==> src/rtl/cpu_ctrl_pkg.sv <==
// Shared encodings for the multi-cycle controller: states, opcodes and datapath selects.
// Latency: none (types and constants only).
// Backpressure: not applicable.
package cpu_ctrl_pkg;

  typedef enum logic [3:0] {
    ST_FETCH    = 4'd0,
    ST_DECODE   = 4'd1,
    ST_MEMADR   = 4'd2,
    ST_MEMREAD  = 4'd3,
    ST_MEMWB    = 4'd4,
    ST_MEMWRITE = 4'd5,
    ST_EXECR    = 4'd6,
    ST_EXECI    = 4'd7,
    ST_ALUWB    = 4'd8,
    ST_BRANCH   = 4'd9,
    ST_JAL      = 4'd10,
    ST_HALT     = 4'd15
  } state_e;

  localparam logic [6:0] OP     = 7'b0110011;
  localparam logic [6:0] OP_IMM = 7'b0010011;
  localparam logic [6:0] LOAD   = 7'b0000011;
  localparam logic [6:0] STORE  = 7'b0100011;
  localparam logic [6:0] BRANCH = 7'b1100011;
  localparam logic [6:0] JAL    = 7'b1101111;

  typedef enum logic [1:0] {IMM_I = 2'b00, IMM_S = 2'b01, IMM_B = 2'b10, IMM_J = 2'b11} imm_src_e;
  typedef enum logic [1:0] {SRCA_RS1 = 2'b00, SRCA_PC = 2'b01, SRCA_OLDPC = 2'b10} alu_src_a_e;
  typedef enum logic [1:0] {SRCB_RS2 = 2'b00, SRCB_IMM = 2'b01, SRCB_FOUR = 2'b10} alu_src_b_e;
  typedef enum logic [1:0] {ALU_ADD = 2'b00, ALU_SUB = 2'b01, ALU_FUNCT = 2'b10} alu_op_e;
  typedef enum logic [1:0] {RES_ALUOUT = 2'b00, RES_MEMDATA = 2'b01, RES_ALU = 2'b10} result_src_e;

  // Immediate format the decoder should present while the opcode is in DECODE.
  function automatic imm_src_e decode_imm_src(input logic [6:0] opcode);
    case (opcode)
      OP_IMM:  return IMM_I;
      STORE:   return IMM_S;
      BRANCH:  return IMM_B;
      default: return IMM_J;
    endcase
  endfunction

endpackage

==> src/rtl/m_mc_ctrl_if.sv <==
// Control/status bundle between the multi-cycle controller and the shared datapath.
// Latency: none (wires only).
// Backpressure: memory request is held by the controller until the datapath pulses ack.
interface m_mc_ctrl_if;
  logic [6:0]  w_opcode;
  logic [4:0]  w_rd;
  logic        w_branch_taken;
  logic        w_mem_ack;
  logic        w_pc_we;
  logic        w_ir_we;
  logic        w_rf_we;
  logic        w_mem_req;
  logic        w_mem_we;
  logic [1:0]  w_imm_src;
  logic [1:0]  w_alu_src_a;
  logic [1:0]  w_alu_src_b;
  logic [1:0]  w_alu_op;
  logic [1:0]  w_result_src;
  logic [3:0]  w_state;
  logic        w_halt;
  logic        w_err;
  logic [31:0] w_retire_cnt;

  modport master (
    input  w_opcode, w_rd, w_branch_taken, w_mem_ack,
    output w_pc_we, w_ir_we, w_rf_we, w_mem_req, w_mem_we,
           w_imm_src, w_alu_src_a, w_alu_src_b, w_alu_op, w_result_src,
           w_state, w_halt, w_err, w_retire_cnt
  );

  modport slave (
    output w_opcode, w_rd, w_branch_taken, w_mem_ack,
    input  w_pc_we, w_ir_we, w_rf_we, w_mem_req, w_mem_we,
           w_imm_src, w_alu_src_a, w_alu_src_b, w_alu_op, w_result_src,
           w_state, w_halt, w_err, w_retire_cnt
  );
endinterface

==> src/rtl/m_mem_wait_timer.sv <==
// Counts cycles a memory request has waited and flags the last allowed unacked cycle.
// Latency: timeout is combinational from the registered count and the current ack.
// Backpressure: none; ack in the final cycle suppresses timeout.
module m_mem_wait_timer #(
  parameter int LIMIT = 15
) (
  input  logic w_clk,
  input  logic w_rst,
  input  logic w_active,
  input  logic w_ack,
  output logic w_timeout
);

  localparam logic [7:0] LAST = 8'(LIMIT - 1);

  // Count holds the number of earlier unacked cycles in this wait.
  logic [7:0] cnt;

  // Clear on reset, ack or leaving the wait state; otherwise count up, saturating.
  always_ff @(posedge w_clk) begin
    if (w_rst || !w_active || w_ack) begin
      cnt <= 8'd0;
    end else if (cnt != 8'hFF) begin
      cnt <= cnt + 8'd1;
    end
  end

  // This cycle is the LIMIT-th unacked one: give up unless ack arrives now.
  always_comb begin
    w_timeout = w_active && !w_ack && (cnt >= LAST);
  end

endmodule

==> src/rtl/m_mc_ctrl.sv <==
// Multi-cycle FSM sequencing PC/IR/regfile/ALU/memory with retire count and halt/error.
// Latency: 3-5 cycles per instruction plus memory wait; outputs are Moore on the state.
// Backpressure: MEMREAD/MEMWRITE hold mem_req until ack; MEM_TIMEOUT unacked cycles error-halt.
module m_mc_ctrl
  import cpu_ctrl_pkg::*;
#(
  parameter int MEM_TIMEOUT = 15,
  parameter int HALT_REG    = 30
) (
  input  logic     w_clk,
  input  logic     w_rst,
  m_mc_ctrl_if.master bus
);

  localparam logic [4:0] HALT_RD = HALT_REG[4:0];

  state_e      state_q;
  state_e      state_d;
  logic        err_q;
  logic        err_set;
  logic        retire;
  logic [31:0] retire_cnt_q;
  logic        mem_active;
  logic        mem_timeout;

  logic        pc_we, ir_we, rf_we, mem_req, mem_we;
  imm_src_e    imm_src;
  alu_src_a_e  alu_src_a;
  alu_src_b_e  alu_src_b;
  alu_op_e     alu_op;
  result_src_e result_src;

  assign mem_active = (state_q == ST_MEMREAD) || (state_q == ST_MEMWRITE);

  m_mem_wait_timer #(.LIMIT(MEM_TIMEOUT)) u_timer (
    .w_clk     (w_clk),
    .w_rst     (w_rst),
    .w_active  (mem_active),
    .w_ack     (bus.w_mem_ack),
    .w_timeout (mem_timeout)
  );

  // State register; reset lands in FETCH.
  always_ff @(posedge w_clk) begin
    if (w_rst) state_q <= ST_FETCH;
    else       state_q <= state_d;
  end

  // Error flag is latched on the transition into HALT and held until reset.
  always_ff @(posedge w_clk) begin
    if (w_rst)        err_q <= 1'b0;
    else if (err_set) err_q <= 1'b1;
  end

  // Retired instruction counter, wraps naturally at 2^32.
  always_ff @(posedge w_clk) begin
    if (w_rst)       retire_cnt_q <= 32'd0;
    else if (retire) retire_cnt_q <= retire_cnt_q + 32'd1;
  end

  // Next-state and per-state datapath controls.
  always_comb begin
    state_d    = state_q;
    err_set    = 1'b0;
    retire     = 1'b0;
    pc_we      = 1'b0;
    ir_we      = 1'b0;
    rf_we      = 1'b0;
    mem_req    = 1'b0;
    mem_we     = 1'b0;
    imm_src    = IMM_I;
    alu_src_a  = SRCA_RS1;
    alu_src_b  = SRCB_RS2;
    alu_op     = ALU_ADD;
    result_src = RES_ALUOUT;

    case (state_q)
      ST_FETCH: begin
        ir_we      = 1'b1;
        pc_we      = 1'b1;
        alu_src_a  = SRCA_PC;
        alu_src_b  = SRCB_FOUR;
        result_src = RES_ALU;
        state_d    = ST_DECODE;
      end
      ST_DECODE: begin
        // ALUOut captures old PC + imm as the branch/jump target.
        alu_src_a = SRCA_OLDPC;
        alu_src_b = SRCB_IMM;
        imm_src   = decode_imm_src(bus.w_opcode);
        case (bus.w_opcode)
          LOAD, STORE: state_d = ST_MEMADR;
          OP:          state_d = ST_EXECR;
          OP_IMM:      state_d = ST_EXECI;
          BRANCH:      state_d = ST_BRANCH;
          JAL:         state_d = ST_JAL;
          default: begin
            state_d = ST_HALT;
            err_set = 1'b1;
          end
        endcase
      end
      ST_MEMADR: begin
        alu_src_b = SRCB_IMM;
        imm_src   = (bus.w_opcode == STORE) ? IMM_S : IMM_I;
        state_d   = (bus.w_opcode == STORE) ? ST_MEMWRITE : ST_MEMREAD;
      end
      ST_MEMREAD: begin
        mem_req = 1'b1;
        if (bus.w_mem_ack) begin
          state_d = ST_MEMWB;
        end else if (mem_timeout) begin
          state_d = ST_HALT;
          err_set = 1'b1;
        end
      end
      ST_MEMWRITE: begin
        mem_req = 1'b1;
        mem_we  = 1'b1;
        if (bus.w_mem_ack) begin
          retire  = 1'b1;
          state_d = ST_FETCH;
        end else if (mem_timeout) begin
          state_d = ST_HALT;
          err_set = 1'b1;
        end
      end
      ST_MEMWB: begin
        rf_we      = 1'b1;
        result_src = RES_MEMDATA;
        retire     = 1'b1;
        state_d    = (bus.w_rd == HALT_RD) ? ST_HALT : ST_FETCH;
      end
      ST_EXECR: begin
        alu_op  = ALU_FUNCT;
        state_d = ST_ALUWB;
      end
      ST_EXECI: begin
        alu_src_b = SRCB_IMM;
        alu_op    = ALU_FUNCT;
        state_d   = ST_ALUWB;
      end
      ST_ALUWB: begin
        rf_we   = 1'b1;
        retire  = 1'b1;
        state_d = (bus.w_rd == HALT_RD) ? ST_HALT : ST_FETCH;
      end
      ST_BRANCH: begin
        alu_op  = ALU_SUB;
        pc_we   = bus.w_branch_taken;
        retire  = 1'b1;
        state_d = ST_FETCH;
      end
      ST_JAL: begin
        // PC takes the target from ALUOut; ALUWB then writes the link value.
        alu_src_a = SRCA_OLDPC;
        alu_src_b = SRCB_FOUR;
        pc_we     = 1'b1;
        state_d   = ST_ALUWB;
      end
      ST_HALT: begin
        state_d = ST_HALT;
      end
      default: begin
        state_d = ST_HALT;
        err_set = 1'b1;
      end
    endcase
  end

  // Reset forces every enable and status flag low regardless of the current state.
  always_comb begin
    bus.w_pc_we      = pc_we   && !w_rst;
    bus.w_ir_we      = ir_we   && !w_rst;
    bus.w_rf_we      = rf_we   && !w_rst;
    bus.w_mem_req    = mem_req && !w_rst;
    bus.w_mem_we     = mem_we  && !w_rst;
    bus.w_imm_src    = imm_src;
    bus.w_alu_src_a  = alu_src_a;
    bus.w_alu_src_b  = alu_src_b;
    bus.w_alu_op     = alu_op;
    bus.w_result_src = result_src;
    bus.w_state      = state_q;
    bus.w_halt       = (state_q == ST_HALT) && !w_rst;
    bus.w_err        = err_q && !w_rst;
    bus.w_retire_cnt = retire_cnt_q;
  end

endmodule

==> src/flat_wrapper.sv <==
// flat-port wrapper written by rule: the top's interface ports become plain ports
module m_mc_ctrl_flat import cpu_ctrl_pkg::*;
#(
  parameter int MEM_TIMEOUT = 15,
  parameter int HALT_REG    = 30
)
  (w_clk, w_rst, bus_w_opcode, bus_w_rd, bus_w_branch_taken, bus_w_mem_ack, bus_w_pc_we, bus_w_ir_we, bus_w_rf_we, bus_w_mem_req, bus_w_mem_we, bus_w_imm_src, bus_w_alu_src_a, bus_w_alu_src_b, bus_w_alu_op, bus_w_result_src, bus_w_state, bus_w_halt, bus_w_err, bus_w_retire_cnt);
  m_mc_ctrl_if bus_i ();
  input  logic w_clk;
  input  logic w_rst;
  input wire logic [$bits(bus_i.w_opcode)-1:0] bus_w_opcode;
  input wire logic [$bits(bus_i.w_rd)-1:0] bus_w_rd;
  input wire logic [$bits(bus_i.w_branch_taken)-1:0] bus_w_branch_taken;
  input wire logic [$bits(bus_i.w_mem_ack)-1:0] bus_w_mem_ack;
  output wire logic [$bits(bus_i.w_pc_we)-1:0] bus_w_pc_we;
  output wire logic [$bits(bus_i.w_ir_we)-1:0] bus_w_ir_we;
  output wire logic [$bits(bus_i.w_rf_we)-1:0] bus_w_rf_we;
  output wire logic [$bits(bus_i.w_mem_req)-1:0] bus_w_mem_req;
  output wire logic [$bits(bus_i.w_mem_we)-1:0] bus_w_mem_we;
  output wire logic [$bits(bus_i.w_imm_src)-1:0] bus_w_imm_src;
  output wire logic [$bits(bus_i.w_alu_src_a)-1:0] bus_w_alu_src_a;
  output wire logic [$bits(bus_i.w_alu_src_b)-1:0] bus_w_alu_src_b;
  output wire logic [$bits(bus_i.w_alu_op)-1:0] bus_w_alu_op;
  output wire logic [$bits(bus_i.w_result_src)-1:0] bus_w_result_src;
  output wire logic [$bits(bus_i.w_state)-1:0] bus_w_state;
  output wire logic [$bits(bus_i.w_halt)-1:0] bus_w_halt;
  output wire logic [$bits(bus_i.w_err)-1:0] bus_w_err;
  output wire logic [$bits(bus_i.w_retire_cnt)-1:0] bus_w_retire_cnt;
  assign bus_i.w_opcode = bus_w_opcode;
  assign bus_i.w_rd = bus_w_rd;
  assign bus_i.w_branch_taken = bus_w_branch_taken;
  assign bus_i.w_mem_ack = bus_w_mem_ack;
  assign bus_w_pc_we = bus_i.w_pc_we;
  assign bus_w_ir_we = bus_i.w_ir_we;
  assign bus_w_rf_we = bus_i.w_rf_we;
  assign bus_w_mem_req = bus_i.w_mem_req;
  assign bus_w_mem_we = bus_i.w_mem_we;
  assign bus_w_imm_src = bus_i.w_imm_src;
  assign bus_w_alu_src_a = bus_i.w_alu_src_a;
  assign bus_w_alu_src_b = bus_i.w_alu_src_b;
  assign bus_w_alu_op = bus_i.w_alu_op;
  assign bus_w_result_src = bus_i.w_result_src;
  assign bus_w_state = bus_i.w_state;
  assign bus_w_halt = bus_i.w_halt;
  assign bus_w_err = bus_i.w_err;
  assign bus_w_retire_cnt = bus_i.w_retire_cnt;
  m_mc_ctrl #(.MEM_TIMEOUT(MEM_TIMEOUT), .HALT_REG(HALT_REG)) u_core (.w_clk(w_clk), .w_rst(w_rst), .bus(bus_i));
endmodule
==> config.mk <==
export PLATFORM = sky130hd
export DESIGN_NAME = m_mc_ctrl_flat
export DESIGN_NICKNAME = d
export VERILOG_FILES = /design/src/rtl/cpu_ctrl_pkg.sv /design/src/rtl/m_mc_ctrl_if.sv /design/src/rtl/m_mem_wait_timer.sv /design/src/rtl/m_mc_ctrl.sv /design/src/flat_wrapper.sv
export SDC_FILE = /design/constraint.sdc
export NUM_CORES = 1
export LEC_CHECK = 0
export CAP_MARGIN = 30
export CORE_MARGIN = 4
export CORE_UTILIZATION = 45
export DETAILED_ROUTE_END_ITERATION = 8
export PLACE_DENSITY = 0.75
export SYNTH_ARGS = -nofsm -noshare
export SYNTH_HDL_FRONTEND = slang
export SYNTH_SLANG_ARGS = --single-unit
==> constraint.sdc <==
create_clock -name w_clk -period 2.9 [get_ports w_clk]
set_clock_uncertainty 0.05 [all_clocks]
set_input_delay 0.435 -clock w_clk [delete_from_list [all_inputs] [get_ports w_clk]]
set_output_delay 0.435 -clock w_clk [all_outputs]
set_load 0.01 [all_outputs]
==> results of run 1 <==
[cells in the final DEF, fill, tap and decap left out, types with 2 or more instances in the layout]
| cell | Yosys | final |
|---|---|---|
| clkdlybuf4s50_1 | 0 | 68 |
| dfxtp_1 | 45 | 45 |
| nor2_1 | 37 | 37 |
| nand2_1 | 26 | 26 |
| o21ai_0 | 24 | 24 |
| a21oi_1 | 23 | 23 |
| nand3_1 | 19 | 19 |
| nor3_1 | 14 | 14 |
| nand4_1 | 14 | 14 |
| or3_1 | 14 | 14 |
| xnor2_1 | 12 | 12 |
| nor4_1 | 11 | 11 |
| xor2_1 | 9 | 9 |
| buf_4 | 1 | 9 |
| nor2b_1 | 8 | 8 |
| inv_1 | 7 | 7 |
| and3_1 | 7 | 7 |
| nor3b_1 | 5 | 5 |
| or4_1 | 5 | 5 |
| a31oi_1 | 5 | 5 |
| clkbuf_8 | 0 | 5 |
| nand2b_1 | 3 | 3 |
| and4_1 | 3 | 3 |
| nand4b_1 | 3 | 3 |
| ha_1 | 3 | 3 |
| and2_1 | 2 | 2 |
| nand2b_4 | 2 | 2 |
| a21boi_0 | 2 | 2 |
| o41ai_1 | 2 | 2 |
| a211oi_1 | 2 | 2 |
| o31a_1 | 2 | 2 |
[cell families (layout without fill, tap and decap cells)]
group                      count (synthesis)  after routing  synth area share (%)
and+or+nand+nor                          178            178                  37.3
AOI/OAI and AO/OA                         67             67                  14.9
DFF                                       45             45                  34.7
buffers and inverters                     25             91                  4.10
xor gates and xnor gates                  21             21                  7.09
adders and majority gates                  3              3                  1.45
muxes                                      1              1                 0.434
[through the flow]
step | area (sq um) | hold WS, ns | util, %
CTS | 3430 | 0.445 | 62.0
global placement | 3350 | 0.421 | 60.5
floorplan | 2590 | 0.452 | -
detailed placement | 3350 | 0.432 | 60.5
finish | 3430 | 0.445 | 62.0
global route | 3430 | 0.494 | 62.0
[report_power, final]
part / switching (uW) / total, uW / internal, uW
clock network: 205 / 372 / 167
registers: 62.3 / 721 / 659
logic: 532 / 1060 / 529
[Yosys cell counts (3+ instances only)]
library cell	n
nand4_1	14
and3_1	7
xor2_1	9
dfxtp_1	45
nand4b_1	3
nor2_1	37
a31oi_1	5
ha_1	3
clkbuf_1	14
or4_1	5
nor2b_1	8
or3_1	14
nand2b_1	3
and4_1	3
nor3_1	14
nand2_1	26
nor4_1	11
inv_1	7
o21ai_0	24
nand3_1	19
xnor2_1	12
nor3b_1	5
a21oi_1	23
[sequential cells by signal (all words and copies together), names as in the netlist]
| name | count |
|---|---|
| u_core.err_q | 1 |
| u_core.u_timer.cnt | 8 |
| u_core.bus.w_retire_cnt | 32 |
| u_core.bus.w_state | 4 |
[how the worst max path moves through the flow]
| stage | cells after the start | startpoint | end |
|---|---|---|---|
| after floorplan | 8 | u_core.bus.w_state[2] | u_core.bus.w_retire_cnt[20] |
| after global placement | 7 | bus_w_opcode[5] | bus_w_imm_src[0] |
| after detailed placement | 5 | bus_w_opcode[3] | bus_w_imm_src[0] |
| after CTS | 3 | u_core.bus.w_state[3] | bus_w_rf_we |
| after global routing | 4 | u_core.bus.w_state[1] | bus_w_imm_src[1] |
| final | 4 | u_core.bus.w_state[1] | bus_w_imm_src[1] |
[layer usage]
layer / vias to the layer above / track usage, %
met5: - / 0
met4: 0 / 6.29
met3: 11 / 4.64
met2: 69 / 30.8
met1: 1244 / 22.2
li1: 1373 / -
[critical path: stages (launching register included)]
cell             delay, ns
dfxtp_1               0.43
nand2b_1              0.28
nor3_1                0.43
a21boi_0              0.24
clkdlybuf4s50_1       0.56
[cell type report]
cell class	instances	area share (%)
clock buffers	6	2.11
well taps	72	2.62
repair buffers	77	21.8
flip-flops and latches	45	26.2
clock inverters	1	0.255
inverters	7	0.765
multi-input cells	270	46.2
==> flow_summary.toml, run 1 <==
[cts]
hold_buffers = 0
postCtsSetupRepairBufs = 0
root_buffer = "clkbuf_8"
h-tree-depth = 2
cts_tree = "done"
clk_pin_slew_worst_paths_ns = 0.08
cts_resized = 0
cts_sinks = 45
clk_latency_ns = 0.29
cts_made_buffers = 5
clockBufferDepth = 2

[setup_path]
critPathLaunchType = "flip-flop"
r2r-end = "u_core.bus.w_retire_cnt[20]"
rrSetupSlack_ns = 0.59
cp_max_fo = 12
r2r-start = "u_core.bus.w_retire_cnt[3]"
required_ns = 2.41
end_kind = "output pin"
critPathKind = "reg -> out"
ff2ff_path_depth = 5
worst_ep_arrival_time_ns = 2.23

[layout]
fill_cells = 540
regArea_sq_um = 901
drive_gt1_share_pct = 5.17
nNetsFinal = 425
syn_to_final_growth_pct = 32.4
n_antenna_cell = 0
finalNonFillerCells = 478
multi_input_area_sq_mm = 0.00159

[synthesis]
synth-seq-cells = 45
synthesis.area_sq_mm = 0.00259
synth_nets = 359
syn_inst = 340
synthFlopType = "dfxtp_1"
synth_top_area_share_pct = 34.7
ys_types = 46
postSynthAreaPerCell_sq_um = 7.63
synth.largest_area_cell = "dfxtp_1"
yosysWarningCount = 0
ys_seq_area_share_pct = 34.7
ys_top_cells_by_area = "dfxtp_1 (35%), nor2_1 (5.4%), o21ai_0 (4.6%)"
synth-async-reset-ratio_pct = 0
synth-edff-count = 0

[place]
dp_hpwl_mm = 4.89
post-place-ws_ns = 0.253
dpl.cell_count = 471
gp_congestion = 0.856
numPortBuffers = 68

[global_route]
grt_usage_pct = 18.2
grt_antenna_before_repair = 0
grt_pass1_vias = 2461
grt_max_degree = 47
grt_pass1_wl_mm = 10.9
grt_overflow = 0

[drt]
via_count = 2697
wl_met1_mm = 2.90
drt_wl_total_mm = 6.53
drc = 0
top_layer = "met4"
wl_per_cell_microns = 13.7
via_per_inst = 5.64
met3WireLength_microns = 404
drt_pass1_iterations = 4
dr_wl_met2_mm = 3.12
ant_nets = 0
drt-initial-drc-count = 126

[pwr]
power_density_mw_per_mm2 = 627
total_power_uw = 2150
peakVddDrop_uv = 499
cellLeakagePower_uw = 0.00108

[flow_run]
max-cap-violations = 0

[run_status]
status = "finished, final reports clean"

[timing]
setup-tns-final_ns = 0
setup_ws_ns = 0.186
setup_violations = 0
worst_slew_pin_slew_ns = 0.781
rsz0062_at_grt = "no"
period_share_pct = 93.6
fmax_ghz = 0.368
hold_viol_final = 0
slew-limit-headroom_pct = 47.5
drv_slew = 0
min_period_ns = 2.71

[floorplanning]
die-area_sq_mm = 0.00704
start_util_pct = 46.8
ios = 69
core_area_sq_mm = 0.00554
rows = 27
dieHeight_microns = 83.9
floorplan.die.width_microns = 83.9

[min_path]
min_path_cells = 2
min_to = "u_core.bus.w_retire_cnt[31]"
hp-class = "reg -> reg"
min-delay-start = "u_core.bus.w_retire_cnt[31]"
Power figures use the tool's default switching activity.
==> run 2, diff against run 1 <==
CORE_ASPECT_RATIO = 0.75   (was not set)
CORE_UTILIZATION = 49   (was 45)
PLACE_DENSITY = 0.81   (was 0.75)
==> flow_summary.toml, run 2 (synthesized netlist as in run 1, its figures left out) <==
[pwr]
peakVddDrop_uv = 372
cellLeakagePower_uw = 0.00108
pwr-share-seq_pct = 34.8
p_clk_share_pct = 17.9
switching_share_pct = 37.3
power_density_mw_per_mm2 = 633
combPwrFrac_pct = 47.3
p_int_uw = 1370
power.switching_uw = 814

[timing]
slew-limit-headroom_pct = 46.4
drv_slew = 0
hold_viol_final = 0
rsz0062_at_grt = "no"
fmax_ghz = 0.372
period_share_pct = 92.6
worst_slew_pin_slew_ns = 0.796
setup_violations = 0
setup-tns-final_ns = 0
min_period_ns = 2.69

[global_route]
grt_pass1_wl_mm = 11.9
grt_overflow = 0
grt_max_degree = 41
grt_antenna_before_repair = 0
grt_pass1_vias = 2440
grt_usage_pct = 22.0

[drt]
met3WireLength_microns = 539
drt_wl_total_mm = 7.27
wl_per_cell_microns = 15.2
via_count = 2853
drc = 0
via_per_inst = 5.96
wl_met1_mm = 3.39
drt_pass1_iterations = 6
dr_wl_met2_mm = 3.26
ant_nets = 0
drt-initial-drc-count = 204
top_layer = "met4"

[setup_path]
worst_ep_arrival_time_ns = 2.20
cp_slowest_cell = "dfxtp_1"
critPathLaunchType = "flip-flop"
cp_max_fo = 17
end_kind = "output pin"
max_stage_delay_ns = 0.71
required_ns = 2.41
path_cells = "inv_1, nor2_1, nand4_1, nand2_1, clkdlybuf4s50_1"
critPathKind = "reg -> out"

[cts]
hold_buffers = 0
cts_sinks = 45
cts_made_buffers = 5
cts_resized = 0
clk_latency_ns = 0.30
h-tree-depth = 2
clk_pin_slew_worst_paths_ns = 0.08
postCtsSetupRepairBufs = 0
root_buffer = "clkbuf_8"
cts_tree = "done"
clockBufferDepth = 2

[floorplanning]
core_area_sq_mm = 0.00501
rows = 22
start_util_pct = 51.8
floorplan.die.width_microns = 92.0
ios = 69
die-area_sq_mm = 0.00653
dieHeight_microns = 71.0

[layout]
layout_commonest_cell = "clkdlybuf4s50_1"
fill_cells = 452
n_antenna_cell = 0
nNetsFinal = 426
largest_reg_flops = 32
drive_gt1_share_pct = 5.41
syn_to_final_growth_pct = 32.9
final_cell_mix = "clkdlybuf4s50_1 (68), dfxtp_1 (45), nor2_1 (37)"
stdcell_area_sq_mm = 0.00345

[place]
dp_hpwl_mm = 5.54
gp_congestion = 0.928
numPortBuffers = 68
place_area_sq_mm = 0.00336

[flow_run]
max-cap-violations = 0

[min_path]
hp-class = "reg -> reg"

[run_status]
status = "finished, final reports clean"
run 2: metrics by stage:
step	cells	worst slack (ns)	hold WS [ns]	util [%]	total power [uW]
after floorplan	340	0.651	0.452	-	1320
after global placement	472	0.281	0.420	67.1	1780
after detailed placement	472	0.226	0.434	67.1	1800
after CTS	479	0.223	0.445	68.8	2190
after global routing	479	0.0331	0.464	68.8	2310
final	479	0.215	0.440	68.8	2180
run 2: critical path, delay by kind of cell, from the launching register on:
family | cells | cell delay [ns]
AND/OR/NAND/NOR | 3 | 0.43
flip-flops | 1 | 0.71
buffers and inverters | 2 | 0.78
run 2: power by group through the flow:
stage	logic, uW	clock network (uW)	registers, uW
after floorplan	600	0	724
after global placement	1010	0	770
after detailed placement	1030	0	773
after CTS	1030	395	759
after global routing	1110	423	775
final	1030	391	759
run 2: area by class of cell:
type | instances | area (sq um) | share of cell area (%)
inverter | 7 | 26.3 | 0.763
multi-input combinational | 270 | 1590 | 46.0
timing repair buffer | 78 | 756 | 21.9
sequential | 45 | 901 | 26.1
tap | 72 | 90.1 | 2.61
clock buffer | 7 | 86.3 | 2.51
run 2: metal layers:
| metal | vias up | global-route usage, % |
|---|---|---|
| met5 | - | 0 |
| met4 | 0 | 5.11 |
| met3 | 13 | 4.04 |
| met2 | 120 | 34.0 |
| met1 | 1353 | 31.9 |
| li1 | 1367 | - |
run 2: worst paths after layout:
check | start | end | slack, ns | depth (start not counted)
hold reg to reg | u_core.bus.w_retire_cnt[31] | u_core.bus.w_retire_cnt[31] | 0.44 | 2
setup reg to reg | u_core.bus.w_state[2] | u_core.bus.w_retire_cnt[20] | 0.51 | 5
setup / recovery | u_core.bus.w_state[1] | bus_w_imm_src[0] | 0.21 | 5
hold / removal | u_core.bus.w_retire_cnt[31] | u_core.bus.w_retire_cnt[31] | 0.44 | 2
==> run 3, diff against run 2 <==
SKIP_LAST_GASP = 1   (was not set)
==> results of run 3 <==
Same layout as run 2: the final DEF is identical, and so are final timing and power.
